[src/rtl/sa3_ctrl_pkg.sv]
// sa3_ctrl_pkg: state encodings, address map and phase lengths for the SA3 tile controller
package sa3_ctrl_pkg;
  localparam logic [2:0] S_IDLE = 3'd0;
  localparam logic [2:0] S_LDW  = 3'd1;
  localparam logic [2:0] S_LDA  = 3'd2;
  localparam logic [2:0] S_CLR  = 3'd3;
  localparam logic [2:0] S_RUN  = 3'd4;
  localparam logic [2:0] S_WB   = 3'd5;
  localparam logic [2:0] S_FIN  = 3'd6;
  localparam int MAX_TILES = 14;
  localparam int W_BASE    = 0;
  localparam int A_BASE    = 16;
  localparam int A_STRIDE  = 16;
  localparam int N_W       = 9;
  localparam int N_A       = 16;
  localparam int LDW_CYC   = 10;
  localparam int LDA_CYC   = 17;
  localparam int WB_CYC    = 4;
  function automatic logic [7:0] act_addr(input logic [3:0] t, input logic [3:0] k);
    return 8'(A_BASE + A_STRIDE * int'(t) + int'(k));
  endfunction
endpackage

[src/rtl/sa3_tile_controller_if.sv]
// sa3_tile_controller_if: memory ports and systolic-array ports of the tile controller
interface sa3_tile_controller_if;
  logic         rd_en;
  logic [7:0]   rd_addr;
  logic [7:0]   rd_data;
  logic         wr_en;
  logic [5:0]   wr_addr;
  logic [7:0]   wr_data;
  logic [127:0] a_flat;
  logic [71:0]  b_flat;
  logic         active_sa3;
  logic         sa_clr;
  logic         done_sa3;
  logic [7:0]   c11, c12, c21, c22;
  modport master (
    output rd_en, rd_addr, wr_en, wr_addr, wr_data, a_flat, b_flat, active_sa3, sa_clr,
    input  rd_data, done_sa3, c11, c12, c21, c22
  );
  modport slave (
    input  rd_en, rd_addr, wr_en, wr_addr, wr_data, a_flat, b_flat, active_sa3, sa_clr,
    output rd_data, done_sa3, c11, c12, c21, c22
  );
endinterface

[src/rtl/sa3_tile_controller.sv]
// sa3_tile_controller: sequences weight/activation loads, array runs and result write-back per tile
module sa3_tile_controller
  import sa3_ctrl_pkg::*;
#(
  parameter int MAX_TILES = sa3_ctrl_pkg::MAX_TILES,
  parameter int WDOG_CYC  = 32
) (
  input  logic       clk,
  input  logic       rst,
  input  logic       start,
  input  logic [3:0] tile_cnt,
  output logic       busy,
  output logic       job_done,
  output logic       err,
  sa3_tile_controller_if.master bus
);
  localparam int CW = $clog2((WDOG_CYC > LDA_CYC ? WDOG_CYC : LDA_CYC) + 1);
  logic [2:0]    state;
  logic [CW-1:0] cnt;
  logic [3:0]    tiles, t;
  logic [7:0]    c_q [4];
  logic          cap_en, cap_a;
  logic [3:0]    cap_k;
  logic          rd_go, last, ok;
  always_comb begin
    rd_go = (state == S_LDW && cnt < CW'(N_W)) || (state == S_LDA && cnt < CW'(N_A));
    last  = (state == S_LDW && cnt == CW'(LDW_CYC - 1)) ||
            (state == S_LDA && cnt == CW'(LDA_CYC - 1)) ||
            (state == S_WB  && cnt == CW'(WB_CYC - 1));
    ok    = tile_cnt != 4'd0 && int'(tile_cnt) <= MAX_TILES;
  end
  assign busy           = state != S_IDLE;
  assign job_done       = state == S_FIN;
  assign bus.rd_en      = rd_go;
  assign bus.rd_addr    = !rd_go ? 8'd0 : state == S_LDW ? 8'(W_BASE) + 8'(cnt) : act_addr(t, cnt[3:0]);
  assign bus.wr_en      = state == S_WB;
  assign bus.wr_addr    = bus.wr_en ? {t, cnt[1:0]} : 6'd0;
  assign bus.wr_data    = bus.wr_en ? c_q[cnt[1:0]] : 8'd0;
  assign bus.active_sa3 = state == S_RUN;
  assign bus.sa_clr     = state == S_CLR;
  // read data lands one cycle after issue, so capture uses the delayed slot index
  always_ff @(posedge clk or posedge rst) begin
    if (rst) begin
      state      <= S_IDLE;
      cnt        <= '0;
      tiles      <= '0;
      t          <= '0;
      err        <= 1'b0;
      cap_en     <= 1'b0;
      cap_a      <= 1'b0;
      cap_k      <= '0;
      bus.a_flat <= '0;
      bus.b_flat <= '0;
      c_q        <= '{default: '0};
    end else begin
      cap_en <= rd_go;
      cap_a  <= state == S_LDA;
      cap_k  <= cnt[3:0];
      if (cap_en && cap_a) bus.a_flat[{cap_k, 3'b000} +: 8] <= bus.rd_data;
      if (cap_en && !cap_a) bus.b_flat[{cap_k, 3'b000} +: 8] <= bus.rd_data;
      cnt <= cnt + 1'b1;
      case (state)
        S_IDLE: begin
          cnt <= '0;
          if (start) begin
            err   <= 1'b0;
            tiles <= tile_cnt;
            t     <= '0;
            state <= ok ? S_LDW : S_FIN;
          end
        end
        S_LDW: if (last) begin
          cnt   <= '0;
          state <= S_LDA;
        end
        S_LDA: if (last) begin
          cnt   <= '0;
          state <= S_CLR;
        end
        S_CLR: begin
          cnt   <= '0;
          state <= S_RUN;
        end
        S_RUN: if (bus.done_sa3) begin
          cnt   <= '0;
          c_q   <= '{bus.c11, bus.c12, bus.c21, bus.c22};
          state <= S_WB;
        end else if (cnt == CW'(WDOG_CYC - 1)) begin
          cnt   <= '0;
          err   <= 1'b1;
          state <= S_FIN;
        end
        S_WB: if (last) begin
          cnt <= '0;
          if (t + 4'd1 < tiles) begin
            t     <= t + 4'd1;
            state <= S_LDA;
          end else state <= S_FIN;
        end
        S_FIN: begin
          cnt   <= '0;
          state <= S_IDLE;
        end
        default: state <= S_IDLE;
      endcase
    end
  end
endmodule

[src/flat_wrapper.sv]
// flat-port wrapper written by rule: the top's interface ports become plain ports
module sa3_tile_controller_flat import sa3_ctrl_pkg::*;
#(
  parameter int MAX_TILES = sa3_ctrl_pkg::MAX_TILES,
  parameter int WDOG_CYC  = 32
)
  (clk, rst, start, tile_cnt, busy, job_done, err, bus_rd_en, bus_rd_addr, bus_wr_en, bus_wr_addr, bus_wr_data, bus_a_flat, bus_b_flat, bus_active_sa3, bus_sa_clr, bus_rd_data, bus_done_sa3, bus_c11, bus_c12, bus_c21, bus_c22);
  sa3_tile_controller_if bus_i ();
  input  logic clk;
  input  logic rst;
  input  logic start;
  input  logic [3:0] tile_cnt;
  output logic busy;
  output logic job_done;
  output logic err;
  output wire logic [$bits(bus_i.rd_en)-1:0] bus_rd_en;
  output wire logic [$bits(bus_i.rd_addr)-1:0] bus_rd_addr;
  output wire logic [$bits(bus_i.wr_en)-1:0] bus_wr_en;
  output wire logic [$bits(bus_i.wr_addr)-1:0] bus_wr_addr;
  output wire logic [$bits(bus_i.wr_data)-1:0] bus_wr_data;
  output wire logic [$bits(bus_i.a_flat)-1:0] bus_a_flat;
  output wire logic [$bits(bus_i.b_flat)-1:0] bus_b_flat;
  output wire logic [$bits(bus_i.active_sa3)-1:0] bus_active_sa3;
  output wire logic [$bits(bus_i.sa_clr)-1:0] bus_sa_clr;
  input wire logic [$bits(bus_i.rd_data)-1:0] bus_rd_data;
  input wire logic [$bits(bus_i.done_sa3)-1:0] bus_done_sa3;
  input wire logic [$bits(bus_i.c11)-1:0] bus_c11;
  input wire logic [$bits(bus_i.c12)-1:0] bus_c12;
  input wire logic [$bits(bus_i.c21)-1:0] bus_c21;
  input wire logic [$bits(bus_i.c22)-1:0] bus_c22;
  assign bus_rd_en = bus_i.rd_en;
  assign bus_rd_addr = bus_i.rd_addr;
  assign bus_wr_en = bus_i.wr_en;
  assign bus_wr_addr = bus_i.wr_addr;
  assign bus_wr_data = bus_i.wr_data;
  assign bus_a_flat = bus_i.a_flat;
  assign bus_b_flat = bus_i.b_flat;
  assign bus_active_sa3 = bus_i.active_sa3;
  assign bus_sa_clr = bus_i.sa_clr;
  assign bus_i.rd_data = bus_rd_data;
  assign bus_i.done_sa3 = bus_done_sa3;
  assign bus_i.c11 = bus_c11;
  assign bus_i.c12 = bus_c12;
  assign bus_i.c21 = bus_c21;
  assign bus_i.c22 = bus_c22;
  sa3_tile_controller #(.MAX_TILES(MAX_TILES), .WDOG_CYC(WDOG_CYC)) u_core (.clk(clk), .rst(rst), .start(start), .tile_cnt(tile_cnt), .busy(busy), .job_done(job_done), .err(err), .bus(bus_i));
endmodule
[config.mk]
export PLATFORM = sky130hd
export DESIGN_NAME = sa3_tile_controller_flat
export DESIGN_NICKNAME = d
export VERILOG_FILES = /design/src/rtl/sa3_ctrl_pkg.sv /design/src/rtl/sa3_tile_controller_if.sv /design/src/rtl/sa3_tile_controller.sv /design/src/flat_wrapper.sv
export SDC_FILE = /design/constraint.sdc
export NUM_CORES = 1
export LEC_CHECK = 0
export ABC_AREA = 1
export CAP_MARGIN = 20
export CORE_AREA = 2 2 132 166
export CTS_CLUSTER_DIAMETER = 30
export DETAILED_ROUTE_END_ITERATION = 16
export DIE_AREA = 0 0 134 168
export GPL_TIMING_DRIVEN = 0
export PLACE_DENSITY_LB_ADDON = 0.08
export SLEW_MARGIN = 20
export SYNTH_ARGS = -nofsm -noshare
export SYNTH_HDL_FRONTEND = slang
export SYNTH_SLANG_ARGS = --single-unit
[constraint.sdc]
create_clock -name clk -period 15.9 [get_ports clk]
set_input_delay 3.18 -clock clk [delete_from_list [all_inputs] [get_ports clk]]
set_output_delay 3.18 -clock clk [all_outputs]
set_load 0.01 [all_outputs]
# Word level (Yosys, flattened, before mapping)

Cells that the tools add are included.

Flip-flop bits (word level): 256
Input bits: 48
Output and inout port bits: 229
Logic and storage cells: 101

Add/subtract/negate cells: 5
$lt $le $gt $ge: 5
Equal/unequal tests: 18
Shift operators: 4
Mux-type cells: 30
Bitwise logic cells: 1
Reductions and logical operators: 24

Operators with widths:

| cell                                                                     | number |
|---|---|
| 128-bit bitwise mux                                                      | 1 |
| 8-bit by 9-bit variable shift with 128-bit output (first input constant) | 1 |
| 8-bit by 9-bit indexed part select with 128-bit output                   | 1 |
| 72-bit bitwise mux                                                       | 1 |
| 8-bit by 9-bit variable shift with 72-bit output (first input constant)  | 1 |
| 8-bit by 9-bit indexed part select with 72-bit output                    | 1 |
| 8-bit 2-to-1 mux                                                         | 5 |
| 3-bit 2-to-1 mux                                                         | 8 |
| 6-bit 2-to-1 mux                                                         | 4 |
| 3-bit case mux with 6 select lines                                       | 1 |
| 6-bit case mux with 3 select lines                                       | 1 |
| 8-bit binary-select mux with 2-bit select                                | 1 |
| 6-bit by 5-bit equality test with 1-bit output (second input constant)   | 2 |
| 4-bit 2-to-1 mux                                                         | 3 |
| 3-bit equality test (second input constant)                              | 3 |
| 7-bit negation with 9-bit output                                         | 1 |
| 5-bit by 8-bit adder with 8-bit output (first input constant)            | 1 |
| 8-bit by 5-bit adder with 8-bit output                                   | 1 |
| 1-bit logical AND                                                        | 8 |
| 2-bit inequality test (second input constant)                            | 4 |
| 4-bit case mux with 2 select lines                                       | 1 |
| 4-bit AND reduction                                                      | 2 |
| 6-bit by 1-bit adder with 6-bit output (second input constant)           | 1 |
| 3-bit by 2-bit equality test with 1-bit output (second input constant)   | 2 |
| other kinds (23)                                                         | 32 |

# Depth between registers and ports, before layout

Gate-level depths: netlist of run 1.

Depth in word-level cells: 6
Mapped depth: 14
Gate-level depth less buffers: 13

# Worst setup path before layout of run 1

OpenSTA, ideal clock, no wires.

Kind: register -> output
Start: reg u_core.cnt[1]
End: out bus_rd_addr[0]
Arrival: 1.589 ns
Required time: 12.720 ns
Setup slack: 11.131 ns
Cell stages (with the launch flop): 9
Buffers on the path: 2
Cells stage by stage: dfrtp_1 -> clkbuf_1 -> inv_1 -> clkbuf_1 -> ha_1 -> o211ai_1 -> nand2_1 -> nand2_1 -> nor2_1

Longest elaborated chain between the ends: 4
Elaborated cells on any way between the ends: 6
Classes of those cells: order compare: 2; mux: 1; reduce/logical: 3

Ends and longest elaborated chain:

| item                                                                                                                                  | RTL line                  | RTL |
|---|---|---|
| start: declaration                                                                                                                    | sa3_tile_controller.sv:19 | `logic [CW-1:0] cnt;` |
| start signal: assignment                                                                                                              | sa3_tile_controller.sv:61 | `cnt <= cnt + 1'b1;` |
| 6-bit by 4-bit less-than comparator with 1-bit output / 6-bit by 5-bit less-than comparator with 1-bit output (equally long branches) | sa3_tile_controller.sv:26 | `rd_go = (state == S_LDW && cnt < CW'(N_W)) \|\| (state == S_LDA && cnt < CW'(N_A));` |
| 1-bit logical AND                                                                                                                     | sa3_tile_controller.sv:26 |  |
| 1-bit logical OR *                                                                                                                    | sa3_tile_controller.sv:26 |  |
| 8-bit 2-to-1 mux *                                                                                                                    | sa3_tile_controller.sv:35 | `assign bus.rd_addr = !rd_go ? 8'd0 : state == S_LDW ? 8'(W_BASE) + 8'(cnt) : act_addr(t, cnt[3:0]);` |
| end: declaration                                                                                                                      | flat_wrapper.sv:17        | `output wire logic [$bits(bus_i.rd_addr)-1:0] bus_rd_addr;` |

Mark *: on every way between the ends. The rest lies on a longest branch, timed or not.

# Worst setup path in the final report of run 1

Start: reg u_core.cnt[1]
End: out bus_rd_addr[2]

Longest elaborated chain between the ends: 4
Elaborated cells on any way between the ends: 8
Classes of those cells: add/sub: 1; order compare: 2; mux: 2; reduce/logical: 3

Ends and longest elaborated chain:

| item                                                                           | RTL line |
|---|---|
| branches (longest 3 deep; another with 8-bit by 5-bit adder with 8-bit output) | - |
| 8-bit 2-to-1 mux *                                                             | sa3_tile_controller.sv:35 |

Mark *: on every way between the ends.

==> results of run 1 <==
-- final cells by class --
cell class / count / area, um^2 / share of cell area (%)
timing repair buffer: 277 / 2808 / 18.01
clock inverter: 20 / 274.0 / 1.757
multi-input combinational: 740 / 3910 / 25.08
sequential: 256 / 6406 / 41.09
tap: 279 / 349.1 / 2.239
inverter: 87 / 334.1 / 2.143
clock buffer: 57 / 1221 / 7.832
buffer: 53 / 289.0 / 1.854
-- registers in the layout (all words and copies together), names as in the netlist --
| signal | flops |
|---|---|
| u_core.t | 4 |
| u_core.cap_a | 1 |
| u_core.cnt | 6 |
| u_core.cap_en | 1 |
| u_core.tiles | 4 |
| u_core.state | 3 |
| u_core.bus.b_flat | 72 |
| u_core.bus.a_flat | 128 |
| u_core.c_q | 32 |
| u_core.cap_k | 4 |
| u_core.err | 1 |
-- worst max-delay path, stage by stage, from the launching register on --
cell	delay (ps)
dfrtp_1	410
clkbuf_1	270
inv_1	130
clkbuf_1	530
ha_1	280
o211ai_1	100
nand2_1	70
nand2_1	180
nor2_1	190
clkdlybuf4s50_1	560
-- cell families (layout without fill, tap and decap cells) --
family / after synthesis / count (layout)
AND/OR/NAND/NOR: 445 / 445
flip-flops: 256 / 256
AO/OA/AOI/OAI: 249 / 249
buffers and inverters: 140 / 494
multiplexers: 28 / 28
adder cells (fa/ha/maj): 11 / 11
XOR/XNOR: 7 / 7
-- cells in the mapped netlist, drive strengths merged --
master | n | area (um^2)
nand3 | 49 | 322.8
mux2 | 28 | 315.3
o211ai | 1 | 7.510
clkbuf | 18 | 67.56
o21ai | 197 | 1016
ha | 11 | 137.6
dfrtp | 256 | 6406
inv | 86 | 322.8
xnor2 | 3 | 45.05
buf | 35 | 221.5
a21oi | 39 | 195.2
nor3 | 25 | 173.9
xor2 | 4 | 35.03
clkinv | 1 | 3.750
nand4 | 14 | 93.84
nor2 | 86 | 404.1
o21a | 7 | 52.55
nand2 | 271 | 1065
a31oi | 5 | 46.29
-- path summary, 6_finish.rpt --
kind / from / end / slack (ps) / cells past startpoint
setup / recovery: u_core.cnt[1] / bus_rd_addr[2] / 9500 / 9
hold / removal: u_core.cnt[1] / u_core.cap_k[1] / 440 / 0
setup reg to reg: u_core.cap_k[0] / u_core.bus.a_flat[0] / 12710 / 11
hold reg to reg: u_core.cnt[1] / u_core.cap_k[1] / 440 / 0
max in group asynchronous: rst / u_core.bus.a_flat[27] / 11490 / 4
min in group asynchronous: rst / u_core.state[0] / 3120 / 2
-- where the power goes --
part / switching, mW / total (mW) / internal, mW / leakage [nW]
registers: 0.118 / 0.975 / 0.857 / 2.62
clock network: 0.310 / 0.946 / 0.636 / 0.727
logic: 0.516 / 0.979 / 0.463 / 3.78
total: 0.943 / 2.90 / 1.96 / 7.12
-- layer usage --
layer	share of wire [%]	track usage, %	vias to the layer above	routed length [um]
met3	8.6	7.438	57	2687
li1	-	-	4381	-
met5	0	0	-	0
met4	2.7	9.621	0	834
met1	39	34.75	4501	12030
met2	50	47.34	355	15530
-- through the flow --
step | util (%) | area, um^2 | hold slack (ps)
after global routing | 73.91 | 15590 | 472.0
after CTS | 73.91 | 15590 | 447.2
after floorplan | - | 10930 | 375.8
after detailed placement | 66.82 | 14100 | 434.2
after global placement | 66.52 | 14030 | 437.1
final | 73.91 | 15590 | 441.1
==> impl_metrics.yaml, run 1 <==
outcome:
  status: "finished, final reports clean"
placed_design:
  dp_slack_ps: 10030
  gp_congestion: 0.8298
  place_inst: 1692
  portBuffers: 275
  dp_hpwl_um: 22070
synthesis:
  muxShareOfSynthArea_pct: 2.884
  ys_ff_latch: 256
  synth_fp_nets: 1195
  synth_top_family_by_area: "simple AND/OR/NAND/NOR gates"
  syn_avg_cell_area_um2: 9.623
  synth_compound_area_share_pct: 12.05
  ys_warn_count: 0
  netlist-cell-type-count: 36
  syn_area_um2: 10930
  synth_cells: 1136
  synth_fa_ha_area_share_pct: 1.259
  synthSimpleGateAreaFrac_pct: 18.84
  yosysSeqAreaShare_pct: 58.60
  synth_xor_area_share_pct: 0.7325
cts:
  worstSkewPairLatency_ps: 520
  cts_htree_levels: 2
  cts_made_buffers: 42
  cts_tree: "built"
  cts_sinks: 256
  postCtsResizedCells: 0
  clockBufferDepth: 3
  clockRootBuffer: "clkbuf_16"
  post_cts_buffers: 0
  cts-hold-fix-buffers: 0
  path_clk_slew_ps: 50
flow_run:
  cap_violations: 0
final_layout:
  instances_no_fill: 1769
  diodes: 0
  fill_cells: 1570
  drive_gt1_share_pct: 12.48
  finalNetCount: 1516
  final_common_cell: "clkdlybuf4s50_1"
  final_cell_mix: "clkdlybuf4s50_1, nand2_1, dfrtp_1"
  syn_to_final_growth_pct: 42.62
die:
  ios: 277
  fp.dieW_um: 134
  coreArea_um2: 21100
  die_h_um: 168
  rows: 60
  start_util_pct: 51.82
  die_area_um2: 22510
global_routing:
  grt_max_degree: 98
  antenna_found_initial: 0
  grt_pass1_vias: 9339
  grt_use_total_pct: 27.96
  grt_pass1_wl_um: 49430
  grt_overflow: 0
sta:
  fin_crit_ps: 6404
  relSlewSlack_pct: 43.12
  setup_violations: 0
  worst_pin_slew_ps: 850.0
  hold_viol: 0
  skew_ps: 19.11
  fin_ws_ps: 9496
  tns_ps: 0
  max_clock_freq_ghz: 0.1562
  fin_crit_sh_pct: 40.28
  rsz0062_at_grt: "no"
  slew_viol_final: 0
route:
  drc: 0
  ant_nets: 0
  via_per_inst: 5.254
  first_pass_iters: 5
  wl_per_cell_um: 17.57
  drt_iter0_drc: 568
  num_vias: 9294
  finalWirelength_um: 31080
setup_path:
  cp-end-kind: "output port"
  critPathArrivalTime_ps: 3220
  critPathRequiredTime_ps: 12720
  worstPathMaxFanout: 12
  worst-setup-path-type: "flop to output port"
  critPathLaunchType: "flop"
power_and_ir_drop:
  power_density_nw_per_um2: 186.0
  leakage_nw: 7.120
  vdd_drop_max_mv: 0.1321
  total_power_mw: 2.899
hold_path:
  holdCritPathClass: "flop to flop"
No activity file was read; power rests on OpenSTA's default activity.
==> inputs of run 2 (changes only) <==
--- a/config.mk
+++ b/config.mk
@@ -7,10 +7,10 @@
 export LEC_CHECK = 0
 export ABC_AREA = 1
 export CAP_MARGIN = 20
-export CORE_AREA = 2 2 132 166
+export CORE_AREA = 2 2 143 180
 export CTS_CLUSTER_DIAMETER = 30
 export DETAILED_ROUTE_END_ITERATION = 16
-export DIE_AREA = 0 0 134 168
+export DIE_AREA = 0 0 145 182
 export GPL_TIMING_DRIVEN = 0
 export PLACE_DENSITY_LB_ADDON = 0.08
 export SLEW_MARGIN = 20
==> constraint.sdc (replaced) <==
create_clock -name clk -period 5.25 [get_ports clk]
set_input_delay 1.05 -clock clk [delete_from_list [all_inputs] [get_ports clk]]
set_output_delay 1.05 -clock clk [all_outputs]
set_load 0.01 [all_outputs]
==> run 2 against run 1 <==
Register-to-register slack got worse by 11000 ps. Clock skew barely moved. Clock power rose to 3.1 times the previous value. Worst hold slack got worse by 41 ps. Via count fell by 2.0%. Combinational power rose to 3.0 times the previous value. Cell count rose by 3.6%. Largest power group is now the clock network. Utilization fell by 10 points. Sequential power rose to 3.0 times the previous value. Sequential cell count did not move.
==> impl_metrics.yaml, run 2 (synthesized netlist as in run 1, its figures left out) <==
power_and_ir_drop:
  vdd_drop_max_mv: 0.3834
  power_frac_comb_pct: 33.3
  power_density_nw_per_um2: 561.5
  p_sw_share_pct: 32.54
  pwr-share-seq_pct: 33.3
  pwr-share-clk_pct: 33.4
  p_switching_mw: 2.889
  power.internal_mw: 5.990
  leakage_nw: 7.188
  total_power_mw: 8.879
die:
  coreArea_um2: 24810
  ios: 277
  fp.dieW_um: 145
  rows: 65
  die_h_um: 182
  die_area_um2: 26390
  start_util_pct: 44.07
cts:
  cts_sinks: 256
  cts_htree_levels: 2
  post_cts_buffers: 0
  postCtsResizedCells: 0
  worstSkewPairLatency_ps: 530
  path_clk_slew_ps: 50
  cts_made_buffers: 44
  cts_tree: "built"
  cts-hold-fix-buffers: 0
  clockRootBuffer: "clkbuf_16"
  clockBufferDepth: 3
route:
  via_per_inst: 4.972
  first_pass_iters: 5
  finalWirelength_um: 31910
  wl_per_cell_um: 17.42
  num_vias: 9108
  ant_nets: 0
  drc: 0
  drt_iter0_drc: 526
setup_path:
  worst-setup-path-type: "flop to output port"
  worstPathMaxFanout: 12
  cp-startpoint: "u_core.cnt[1]"
  reg2reg_slack_ps: 2150
  crit_path_end: "bus_rd_en"
  cp-end-kind: "output port"
  critPathRequiredTime_ps: 4200
  path_cells: "clkbuf_1 > inv_1 > clkbuf_1 > ha_1 > o211ai_1 > nand2_1 > nand2_1 > inv_1 > clkdlybuf4s50_1"
  slowest_stage: "clkdlybuf4s50_1"
  critPathLaunchType: "flop"
  cp_num_cells: 9
  critPathMaxStageDelay_ps: 560
  critical_path_buf_inv_count: 5
  critical-path-top-delay-family: "buffers and inverters"
  critPathArrivalTime_ps: 3040
  reg2reg_depth: 11
  worstReg2RegEnd: "u_core.bus.a_flat[0]"
  r2r_start: "u_core.cap_k[0]"
placed_design:
  dp_hpwl_um: 23590
  dp_slack_ps: 1689
  portBuffers: 275
  gp_congestion: 0.8684
final_layout:
  syn_to_final_growth_pct: 44.67
  finalNetCount: 1524
  fill_cells: 2097
  top_regs: "u_core.bus.a_flat x128, u_core.bus.b_flat x72, u_core.c_q x32"
  final_common_cell: "clkdlybuf4s50_1"
  diodes: 0
  final_cell_mix: "clkdlybuf4s50_1, nand2_1, dfrtp_1"
  drive_gt1_share_pct: 12.96
  largest_reg_flops: 128
  top_register: "u_core.bus.a_flat"
sta:
  setup_violations: 0
  skew_ps: 18.62
  max_clock_freq_ghz: 0.2446
  fin_ws_ps: 1162
  fin_crit_sh_pct: 77.86
  slew_viol_final: 0
  hold_viol: 0
  tns_ps: 0
  hold_ws_ps: 400.2
  relSlewSlack_pct: 45.12
  worst_pin_slew_ps: 820.1
  fin_crit_ps: 4088
  rsz0062_at_grt: "no"
global_routing:
  antenna_found_initial: 0
  grt_pass1_vias: 9340
  grt_overflow: 0
  grt_use_total_pct: 24.26
  grt_max_degree: 35
  grt_pass1_wl_um: 50650
outcome:
  status: "finished, final reports clean"
flow_run:
  cap_violations: 0
hold_path:
  holdCritStartpoint: "u_core.cnt[1]"
  holdCritPathClass: "flop to flop"
run 2: cell types whose count changed in the layout (fill, tap and decap cells not counted):
cell       before  now
buf_12          0    7
clkinv_4        0    4
clkinv_2        7    4
inv_6           2    4
inv_8           2    0
buf_16          2    1
bufinv_16       6    7
clkbuf_1       25   24
run 2: stage by stage:
stage,cells,instance area [um^2],util (%)
2_1_floorplan,1136,10940,-
3_3_place_gp,1746,14110,56.87
3_5_place_dp,1754,14270,57.55
4_1_cts,1832,15820,63.76
5_1_grt,1832,15820,63.76
6_report,1832,15820,63.76
run 2: per-layer routing:
layer / share of wire (%) / GRT usage (%)
met2: 51 / 43.77
met1: 39 / 28.63
met3: 6.6 / 5.452
met5: 0 / 0
met4: 2.6 / 8.119
run 2: area by class of cell:
class                   count  area (um^2)  share of cell area, %
clock buffers              56         1217                  7.698
repair buffers            283         2920                  18.47
clock inverters            22        322.8                  2.041
well taps                 335        419.2                  2.650
inverters                  87        330.3                  2.089
plain buffers              53        289.0                  1.828
multi-input cells         740         3910                  24.72
flip-flops and latches    256         6406                  40.51
run 2: worst min-delay path by stage:
stage                                  to  cells after the start
after floorplan           u_core.cap_k[1]                      0
after global placement    u_core.cap_k[1]                      0
after detailed placement  u_core.cap_k[1]                      0
after CTS                 u_core.cap_k[1]                      0
after global routing      u_core.cap_k[1]                      0
final                     u_core.cap_k[1]                      0
run 2: power groups by stage:
| stage | registers [mW] | logic (mW) | clock network (mW) |
|---|---|---|---|
| 2_1_floorplan | 3.13 | 1.33 | 0 |
| 3_3_place_gp | 2.97 | 2.92 | 0 |
| 3_5_place_dp | 2.98 | 2.98 | 0 |
| 4_1_cts | 2.95 | 3.00 | 3.00 |
| 5_1_grt | 3.03 | 3.24 | 3.10 |
| 6_report | 2.95 | 2.96 | 2.97 |
==> RTL edit 1: new RTL, settings of run 2 <==
Register the outputs `busy` and `job_done`, without a reset; this adds one clock of latency there. The other outputs are not delayed to match.
--- a/src/rtl/sa3_tile_controller.sv
+++ b/src/rtl/sa3_tile_controller.sv
@@ -30,6 +30,8 @@
     ok    = tile_cnt != 4'd0 && int'(tile_cnt) <= MAX_TILES;
   end
-  assign busy           = state != S_IDLE;
-  assign job_done       = state == S_FIN;
+  always_ff @(posedge clk) begin
+    busy     <= state != S_IDLE;
+    job_done <= state == S_FIN;
+  end
   assign bus.rd_en      = rd_go;
   assign bus.rd_addr    = !rd_go ? 8'd0 : state == S_LDW ? 8'(W_BASE) + 8'(cnt) : act_addr(t, cnt[3:0]);
Formal check against the unedited RTL: not equivalent (Yosys sat finds a counterexample within 4 cycles, from zero or initial values and one cycle with rst high).
==> RTL edit 1 against run 2 <==
Synthesized area rose by 2.5%. Wire length rose by 9.8%. Worst hold slack got worse by 0.032 ns. Design area rose by 2.8%. Worst setup slack got worse by 0.49 ns. Critical path type unchanged. Fmax fell by 11%. Sequential cell count rose by 2. First-iteration DRC count fell by 9.5%. Cell count rose by 6.7%. Combinational power rose by 9.1%. Synthesized cell count rose by 10%. Power rose by 6.2%.
==> RTL edit 1: results (changes against run 2) <==
| Metric | Value |
|---|---|
| Worst-case reg-to-reg path depth | 6 (-5) |
| DR iter-0 viols | 476 (-9.5%) |
| Gr usage total | 0.264 (+0.0210) |
| CTS buffer count | 48 (+9.1%) |
| Main area contributors after synthesis | dfrtp_1 (57%), nand2_1 (13%), nand4_1 (4.4%), o21ai_0 (3.8%), nand3_1 (3.7%) |
| Reg-to-Reg End | u_core.cap_en |
| Clock latency on the worst-skew pair | 0.55 ns (+0.02 ns) |
| # setup viols final | 0 (unchanged) |
| Hold path endpoint | u_core.cap_k[2] |
| Clk_skew | 0.0331 ns (+0.0145 ns) |
| HP Start | u_core.cnt[2] |
| Internal power | 6.22 mW (+3.9%) |
| Synth cell count leaders | nand2_1 (388), dfrtp_1 (256), o21ai_0 (85) |
| DP HPWL | 25.3 mm (+7.1%) |
| Ratio of cells with drive above 1 in the final layout | 0.106 (-0.0240) |
| Leakage | 7.46 nW (+3.7%) |
| Syn_nets | 1309 (+9.5%) |
| First-pass GRT wire length | 55.4 mm (+9.4%) |
| Via-to-Cell Ratio | 5.19 (+4.3%) |
| Layout Nets | 1643 (+7.8%) |
| Post-synthesis async set-or-reset flop share | 0.992 (-0.00775) |
| Wirelength per Cell | 17.9 um (+2.9%) |
| Slew headroom | 0.537 (+0.0861) |
| Sequential area share after synthesis | 0.576 (-0.0105) |
| Largest net degree at the start of global routing | 34 (-2.9%) |
| R2R Path Start | u_core.cnt[0] |
| Setup slack, reg-to-reg | 2.61 ns (+0.46 ns) |
| RePlAce Congestion | 0.884 (+1.7%) |
| Status | finished clean |
| Netlist cell types | 33 (-8.3%) |
| Fill cell count | 2066 (-1.5%) |
| CP Data Arrival Time | 3.53 ns (+0.49 ns) |
| Vias in the first global route | 10200 (+9.6%) |
| Worst ir drop on vdd | 0.381 mV (-0.53%) |
| Max stage delay cell, worst path | clkdlybuf4s50_1 |
RTL edit 1: kinds of logic (layout without fill, tap and decap cells):
group	count (synthesis)	count (layout)	synth area share
fa+ha+maj	11	11	0.0123
xor+xnor	4	4	0.00380
compound gates	156	156	0.0709
mux	25	25	0.0251
simple gates	656	656	0.256
flops	258	258	0.576
buf+inv	140	510	0.0560
RTL edit 1: power by group through the flow:
stage | clock network, mW | registers [mW] | logic (mW)
2_1_floorplan | 0 | 3.19 | 1.42
3_3_place_gp | 0 | 3.02 | 3.15
3_5_place_dp | 0 | 3.03 | 3.22
4_1_cts | 3.21 | 3.02 | 3.25
5_1_grt | 3.31 | 3.09 | 3.53
6_report | 3.18 | 3.02 | 3.23
RTL edit 1: worst reg2reg max path, stage by stage (launching register included):
cell	delay, ns
dfrtp_1	0.46
clkbuf_1	0.44
inv_1	0.23
clkbuf_1	0.36
ha_1	0.31
o2111ai_1	0.46
nand2_1	0.22
RTL edit 1: stage by stage:
step / setup slack, ns / hold slack (ns) / utilization / instance area, um^2 / std cells
detailed placement: 1.26 / 0.357 / 0.587 / 14600 / 1869
floorplan: 0.828 / 0.349 / - / 11200 / 1250
finish: 0.675 / 0.368 / 0.656 / 16300 / 1955
global route: 0.381 / 0.395 / 0.656 / 16300 / 1955
global placement: -1.14 / 0.361 / 0.580 / 14400 / 1860
CTS: 0.685 / 0.367 / 0.656 / 16300 / 1955
RTL edit 1: metal layers:
| layer | track usage | routed length (um) |
|---|---|---|
| met5 | 0 | 0 |
| met4 | 0.100 | 1280 |
| met3 | 0.0613 | 2430 |
| met2 | 0.458 | 17500 |
| met1 | 0.320 | 13800 |
RTL edit 1: how the worst max path moves through the flow:
| stage | from | endpoint | cells after the start |
|---|---|---|---|
| floorplan | rst | u_core.bus.a_flat[0] | 1 |
| detailed placement | u_core.cnt[0] | bus_rd_en | 7 |
| CTS | u_core.cnt[0] | bus_rd_en | 7 |
| global route | u_core.cnt[0] | bus_rd_en | 7 |
| global placement | rst | u_core.bus.b_flat[8] | 2 |
| finish | u_core.cnt[0] | bus_rd_en | 7 |
RTL edit 1: final cells by class:
type                            count  share of cell area
Sequential cell                   258               0.396
Multi-Input combinational cell    852               0.254
Timing Repair Buffer              284               0.181
Clock buffer                       62              0.0840
Tap cell                          335              0.0258
Clock inverter                     24              0.0199
Buffer                             60              0.0198
Inverter                           80              0.0190
==> RTL edit 2: new RTL, settings of run 2 <==
Without the edit above. `WDOG_CYC` is set to 32 in 2 places; all go to 64.
--- a/src/rtl/sa3_tile_controller.sv
+++ b/src/rtl/sa3_tile_controller.sv
@@ -4,5 +4,5 @@
 #(
   parameter int MAX_TILES = sa3_ctrl_pkg::MAX_TILES,
-  parameter int WDOG_CYC  = 32
+  parameter int WDOG_CYC  = 64
 ) (
   input  logic       clk,
--- a/src/flat_wrapper.sv
+++ b/src/flat_wrapper.sv
@@ -3,5 +3,5 @@
 #(
   parameter int MAX_TILES = sa3_ctrl_pkg::MAX_TILES,
-  parameter int WDOG_CYC  = 32
+  parameter int WDOG_CYC  = 64
 )
   (clk, rst, start, tile_cnt, busy, job_done, err, bus_rd_en, bus_rd_addr, bus_wr_en, bus_wr_addr, bus_wr_data, bus_a_flat, bus_b_flat, bus_active_sa3, bus_sa_clr, bus_rd_data, bus_done_sa3, bus_c11, bus_c12, bus_c21, bus_c22);
Function: same outputs for any inputs over 10 cycles, from zero or initial values and one cycle with rst high; that may be too few to reach the edited logic, so the function may still have changed.
==> RTL edit 2 against run 2 <==
Wire length shrank 3.6%. Via count decreased by 2.5%. Non-clock buffer count increased by 1. Synthesized area shrank 3.3%. Worst setup slack better by 0.26 ns. Sequential cell count is 1 higher. Power fell by 4.2%. Cell count down 0.93%. Design area decreased by 2.8%. Critical path type unchanged. Critical endpoint is now bus_wr_data[7]. Largest power group is now registers. Highest routed layer unchanged.
==> RTL edit 2: results (changes against run 2) <==
| Metric | Value |
|---|---|
| Status | finished clean |
| Synth cell count leaders | nand2_1 (270), dfrtp_1 (257), o21ai_0 (127) |
| Grt met3 use | 0.0590 (+0.00452) |
| Worst setup path end | bus_wr_data[7] |
| R2R Path Start | u_core.cnt[1] |
| Reg-to-Reg End | u_core.cnt[5] |
| Critical Path Source Type | flip-flop |
| Fill cell count | 2174 (+3.7%) |
| First-pass GRT wire length | 49.1 mm (-3.1%) |
| First-pass DRT Iterations | 4 (-1) |
| Avg Cell Area, Syn | 9.45 um^2 (-1.8%) |
| Post-Synth Adder-Cell Area | 0.00947 (-0.00312) |
| Layout Nets | 1504 (-1.3%) |
| Syn_nets | 1174 (-1.8%) |
| Largest net degree at the start of global routing | 34 (-2.9%) |
| DR WL met2 | 15.5 mm (-5.7%) |
| DR iter-0 viols | 426 (-19%) |
| Synth Area in XOR/XNOR | 0.00249 (-0.00484) |
| Worst ir drop on vdd | 0.327 mV (-15%) |
| RePlAce Congestion | 0.829 (-4.5%) |
| Slew of the pin with the lowest slew margin | 0.778 ns (-0.0424 ns) |
| Post-synthesis compound-gate area fraction | 0.117 (-0.00365) |
| Input/output buffers | 276 (+0.36%) |
| Fin worst setup slack | 1.43 ns (+0.265 ns) |
| Setup WS pre-CTS | 1.95 ns (+0.260 ns) |
| Bufs on Longest Clock Path | 3 (unchanged) |
| Wirelength per Cell | 16.9 um (-2.7%) |
| Sequential area share after synthesis | 0.609 (+0.0226) |
| Placed Cells incl. Taps | 1738 (-0.91%) |
| Leakage | 7.00 nW (-2.6%) |
| Worst-case reg-to-reg path depth | 10 (-1) |
| Layout Cells excl Fill | 1815 (-0.93%) |
| Placed instance area | 13900 um^2 (-2.3%) |
| Internal power | 5.77 mW (-3.6%) |
| Post-synthesis async set-or-reset flop share | 1.00 (unchanged) |
| Setup slack, reg-to-reg | 2.79 ns (+0.64 ns) |
| GR Util met2 | 0.414 (-0.0236) |
| Largest registers | u_core.bus.a_flat (128), u_core.bus.b_flat (72), u_core.c_q (32) |
| Clk_skew | 0.0254 ns (+0.00674 ns) |
| Routed length on met1 | 12.4 mm (-1.3%) |
| Main area contributors after synthesis | dfrtp_1 (61%), nand2_1 (9.6%), o21ai_0 (6.0%), nor2_1 (3.9%), mux2_2 (3.1%) |
| Worst hold slack | 0.391 ns (-0.00883 ns) |
| CTS buffer count | 43 (-2.3%) |
| DP HPWL | 22.6 mm (-4.0%) |
| Crit Path Max Fanout | 11 (-1) |
| Met3 wire length | 2.06 mm (-2.2%) |
| Met1 usage | 0.280 (-0.00582) |
| Gr usage total | 0.234 (-0.00858) |
| Via-to-Cell Ratio | 4.89 (-1.5%) |
RTL edit 2: changes by cell type after synthesis, moves of 11 or more:
cell and delta:
o21ai_1 -73, o21ai_0 +42, nor2_1 +32, nor3_1 -17, nand3_1 -13, nand2_1 +12
a21oi_1 +11
RTL edit 2: final cells by class:
type                            count  area [um^2]  share of cell area
Clock buffer                       51         1120              0.0726
Timing Repair Buffer              285         2960               0.192
Inverter                           89          338              0.0220
Multi-Input combinational cell    720         3560               0.232
Buffer                             52          243              0.0158
Sequential cell                   257         6430               0.418
Clock inverter                     26          307              0.0199
Tap cell                          335          419              0.0273
RTL edit 2: power groups by stage:
stage          combinational, mW  sequential [mW]  clock (mW)
4_1_cts                     2.79             2.98        2.81
5_1_grt                     3.03             3.06        2.91
6_report                    2.76             2.98        2.77
3_5_place_dp                2.78             3.01           0
3_3_place_gp                2.72             3.00           0
2_1_floorplan               1.10             3.17           0
